`config.mk`:
```
export PLATFORM = sky130hd
export DESIGN_NAME = pipelined_ripple_adder
export DESIGN_NICKNAME = d
export VERILOG_FILES = /design/src/rtl/pipelined_ripple_adder.sv
export SDC_FILE = /design/constraint.sdc
export NUM_CORES = 1
export LEC_CHECK = 0
export CAP_MARGIN = 5
export CORE_MARGIN = 3
export CORE_UTILIZATION = 56
export DETAILED_ROUTE_END_ITERATION = 7
export PLACE_DENSITY = 0.85
export SLEW_MARGIN = 25
export SYNTH_ARGS = -nofsm -noshare
export SYNTH_HDL_FRONTEND = slang
export SYNTH_SLANG_ARGS = --single-unit
export TNS_END_PERCENT = 1
```
`constraint.sdc`:
```
create_clock -name clk -period 2.42 [get_ports clk]
set_input_delay 0.484 -clock clk [delete_from_list [all_inputs] [get_ports clk]]
set_output_delay 0.484 -clock clk [all_outputs]
set_load 0.005 [all_outputs]
```
`src/rtl/pipelined_ripple_adder.sv`:
```
// rtl/pipelined_ripple_adder.sv - pipelined chunked ripple-carry adder/subtractor with valid/ready, optional PIPELINED_RIPPLE_ADDER_OVERFLOW_EN
module pipelined_ripple_adder #(
    parameter int WIDTH = 16,
    parameter int CHUNK = 4
) (
    input  logic             clk,
    input  logic             rst_n,
    input  logic             in_valid,
    output logic             in_ready,
    input  logic [WIDTH-1:0] a,
    input  logic [WIDTH-1:0] b,
    input  logic             carry_in,
    input  logic             sub,
    output logic             out_valid,
    input  logic             out_ready,
    output logic [WIDTH-1:0] sum,
`ifdef PIPELINED_RIPPLE_ADDER_OVERFLOW_EN
    output logic             overflow,
`endif
    output logic             carry_out
);

    localparam int STAGES = WIDTH / CHUNK;

    if ((WIDTH % CHUNK) != 0 || CHUNK < 1) begin : g_bad_chunk
        $error("WIDTH must be an exact multiple of CHUNK");
    end

    // Level 0 is the operand capture register; level k+1 is the output of adder stage k.
    logic [WIDTH-1:0] a_q [0:STAGES-1];
    logic [WIDTH-1:0] b_q [0:STAGES-1];
    logic [WIDTH-1:0] s_q [1:STAGES];
    logic             c_q [0:STAGES];
    logic             v_q [0:STAGES];
`ifdef PIPELINED_RIPPLE_ADDER_OVERFLOW_EN
    logic             ov_q;
`endif

    // Global stall: every register moves together, bubbles included.
    logic advance;
    assign advance   = !v_q[STAGES] || out_ready;
    assign in_ready  = advance;
    assign out_valid = v_q[STAGES];
    assign sum       = s_q[STAGES];
    assign carry_out = c_q[STAGES];
`ifdef PIPELINED_RIPPLE_ADDER_OVERFLOW_EN
    assign overflow  = ov_q;
`endif

    // Capture operands, folding the subtract inversion into B up front.
    always_ff @(posedge clk or negedge rst_n) begin
        if (!rst_n) begin
            a_q[0] <= '0;
            b_q[0] <= '0;
            c_q[0] <= 1'b0;
            v_q[0] <= 1'b0;
        end else if (advance) begin
            a_q[0] <= a;
            b_q[0] <= sub ? ~b : b;
            c_q[0] <= carry_in;
            v_q[0] <= in_valid && in_ready;
        end
    end

    for (genvar k = 0; k < STAGES; k++) begin : g_stage
        logic [WIDTH-1:0] s_in;
        logic [WIDTH-1:0] s_d;
        logic             c_d;
`ifdef PIPELINED_RIPPLE_ADDER_OVERFLOW_EN
        logic             cmsb_d;
`endif

        if (k == 0) begin : g_first
            assign s_in = '0;
        end else begin : g_next
            assign s_in = s_q[k];
        end

        // Ripple chunk k; lower chunks already computed pass straight through.
        always_comb begin
            logic c_r;
            s_d = s_in;
            c_r = c_q[k];
`ifdef PIPELINED_RIPPLE_ADDER_OVERFLOW_EN
            cmsb_d = 1'b0;
`endif
            for (int j = 0; j < CHUNK; j++) begin
`ifdef PIPELINED_RIPPLE_ADDER_OVERFLOW_EN
                if (j == CHUNK - 1) cmsb_d = c_r;
`endif
                s_d[k*CHUNK+j] = a_q[k][k*CHUNK+j] ^ b_q[k][k*CHUNK+j] ^ c_r;
                c_r = (a_q[k][k*CHUNK+j] & b_q[k][k*CHUNK+j]) |
                      (c_r & (a_q[k][k*CHUNK+j] ^ b_q[k][k*CHUNK+j]));
            end
            c_d = c_r;
        end

        // Register partial sum, carry and valid for the next stage.
        always_ff @(posedge clk or negedge rst_n) begin
            if (!rst_n) begin
                s_q[k+1] <= '0;
                c_q[k+1] <= 1'b0;
                v_q[k+1] <= 1'b0;
            end else if (advance) begin
                s_q[k+1] <= s_d;
                c_q[k+1] <= c_d;
                v_q[k+1] <= v_q[k];
            end
        end

        if (k < STAGES - 1) begin : g_fwd
            // Carry the operands forward so upper chunks arrive skewed by k cycles.
            always_ff @(posedge clk or negedge rst_n) begin
                if (!rst_n) begin
                    a_q[k+1] <= '0;
                    b_q[k+1] <= '0;
                end else if (advance) begin
                    a_q[k+1] <= a_q[k];
                    b_q[k+1] <= b_q[k];
                end
            end
        end

`ifdef PIPELINED_RIPPLE_ADDER_OVERFLOW_EN
        if (k == STAGES - 1) begin : g_ovf
            // Signed overflow: carry into the MSB differs from carry out of it.
            always_ff @(posedge clk or negedge rst_n) begin
                if (!rst_n) begin
                    ov_q <= 1'b0;
                end else if (advance) begin
                    ov_q <= cmsb_d ^ c_d;
                end
            end
        end
`endif
    end

endmodule

```
==> reports/qor.yml, run 1 <==
yosys:
  yosys_warnings: 0
  syn_area_um2: 5480
  yosysTopAreaCellShare: 0.594
  avgSynthCellArea_um2: 15.6
  synth_fp_nets: 404
  synth-seq-cells: 130
  ys_seq_area_frac: 0.594
  synthCells: 350
  yosys-top-cells-area: "dfrtp_1 59%, mux2_2 21%, fa_1 5.9%, xor2_1 2.2%, mux2_4 2.2%"
  synth_top_area_cell: "dfrtp_1"
  netlist-cell-type-count: 18
sta:
  min_period_over_period: 0.931
  hold_viol_final: 0
  finalCriticalPeriod_ps: 2250
  fin_skew_ps: 6.02
  fin_setup_tns_ps: 0
  maxSlewHeadroom: 0.674
  slew_violations: 0
  fmax_mhz: 444
  worstMarginPinSlew_ps: 489
  setup_viol: 0
  rsz0062_at_grt: "no"
cts:
  cts_max_path_buffers: 2
  root_buffer: "clkbuf_8"
  cts_tree: "yes"
  clock_latency_ps: 510
  clk_pin_slew_worst_paths_ps: 60
  cts_buffers: 17
  h-tree-depth: 4
  clkSinkCount: 130
worst_setup_path:
  critPathArrivalTime_ps: 1770
  criticalPathCategory: "reg -> out"
  cp_max_fo: 12
  crit_path_start_kind: "flip-flop"
  cp.required_ps: 1940
  critPathLaunch: "out_valid"
  worstSetupEndpointType: "output pin"
  r2r_start: "a_q[12]"
  rr_worst_depth: 8
die:
  die_width_um: 105
  die_h_um: 105
  std_cell_rows: 35
  initial_core_util: 0.584
  dieArea_um2: 11000
  core_um2: 9370
  io_pins: 57
route:
  drt-initial-drc-count: 99
  wl_per_cell_um: 16.8
  routed_wl_um: 9350
  drt_drc_violations_left: 0
  via_count: 2896
  first_pass_iters: 4
  postRouteAntennaNets: 0
  via_per_inst: 5.21
global_routing:
  grt_pass1_vias: 3198
  antenna_found_initial: 0
  grt_first_pass_wirelength_um: 15600
  grt_use_total: 0.184
  grt_max_degree: 70
  grt-ovfl-total: 0
worst_hold_path:
  hold_depth: 1
  min_from: "v_q[1]"
  hold_path.class: "reg -> reg"
layout:
  syn2layout_area_growth_pct: 23.9
  fillCellCount: 623
  final_common_cell: "dfrtp_1"
  drive_gt1_frac: 0.358
  final_cell_area_um2: 6780
  multiInputGateArea_um2: 1970
  final_cell_mix: "129 x dfrtp_1, 103 x mux2_2, 55 x clkdlybuf4s50_1"
  antennaDiodeCount: 0
  ff_latch_area_um2: 3250
  nets: 468
placement:
  post_dp_cell_area_um2: 6150
  gp_congestion: 0.725
  portBuffers: 56
  dp_hpwl_um: 5660
power_and_ir_drop:
  p_total_uw: 9240
  p_per_area_nw_per_um2: 1360
  p_leak_uw: 0.00294
  worst_ir_drop_vdd_mv: 0.724
flow_run:
  drv_cap: 0
run_status:
  status: "complete, no violations"
[final timing paths]
kind / end / slack, ps
min: out_valid / 460
max in group asynchronous: out_valid / 1290
min reg2reg: out_valid / 460
max: in_ready / 170
max reg2reg: sum[15] / 270
min in group asynchronous: b_q[38] / 480
[worst max-delay path, cell delays in order, from the launching register on]
cell and delay (ps):
dfrtp_2 490, nor2b_4 170, inv_2 90, clkdlybuf4s50_1 510
[layout make-up]
cell class                      count  share of cell area
Sequential cell                   130               0.480
Multi-Input combinational cell    173               0.291
Timing Repair Buffer               63              0.0978
Clock buffer                       19              0.0651
Clock inverter                     13              0.0268
Tap cell                          129              0.0238
Inverter                           29              0.0161
[cell usage after synthesis]
master	instances
dfrtp_1	130
mux2_2	103
inv_1	28
fa_1	16
xor2_1	14
a21oi_1	10
nor3b_1	10
buf_6	8
mux2_4	8
buf_2	6
mux2_1	4
mux2i_1	4
buf_4	2
clkbuf_1	2
xnor2_1	2
inv_2	1
nand2b_1	1
nor2b_4	1
[cell families after synthesis]
logic type,synth area share
and+or+nand+nor,0.0174
xor gates and xnor gates,0.0256
muxes,0.249
AOI/OAI and AO/OA,0.00914
buffers and inverters,0.0459
adders and majority gates,0.0585
DFF,0.594
[layer usage]
layer,up-vias,routed length (um),GRT usage
met5,-,0,0
met4,0,207,0.0806
met3,15,290,0.0469
met2,59,4910,0.312
met1,1514,3950,0.223
li1,1308,-,-
[flip-flops by register name, indices dropped and copies added, names as in the netlist]
register	flops
v_q	4
b_q	40
a_q	40
out_valid	1
sum	16
g_stage.s_in	24
carry_out	1
c_q	4
[what timing repair did]
item | 4_1_cts | 5_1_grt
endpoints found under the hold margin | 34 | 0
setup endpoints to repair | 0 | 1
setup buffers | 0 | 0
hold buffers | 1 | 0
resized for setup | 0 | 1
[report_power, final]
group          leakage [uW]  internal (uW)  switching (uW)  total [uW]
Combinational       0.00115           1740            1110        2850
Sequential          0.00150           3180             570        3750
Clock              0.000292           1720             920        2640
Total               0.00294           6640            2600        9240
[per-stage QoR]
| stage | cells | hold slack [ps] | setup WS (ps) | utilization |
|---|---|---|---|---|
| after floorplan | 350 | 188 | 393 | - |
| after global placement | 523 | 444 | 301 | 0.656 |
| after detailed placement | 523 | 452 | 235 | 0.656 |
| after CTS | 556 | 463 | 59.5 | 0.723 |
| after global routing | 556 | 499 | 105 | 0.724 |
| final | 556 | 462 | 166 | 0.724 |
(Power assumes the default switching activity.)
==> run 2: changes to the inputs <==
- TNS_END_PERCENT: 1 -> 50
==> results of run 2 <==
The final DEF is identical to that of run 1; final timing and power are the same.
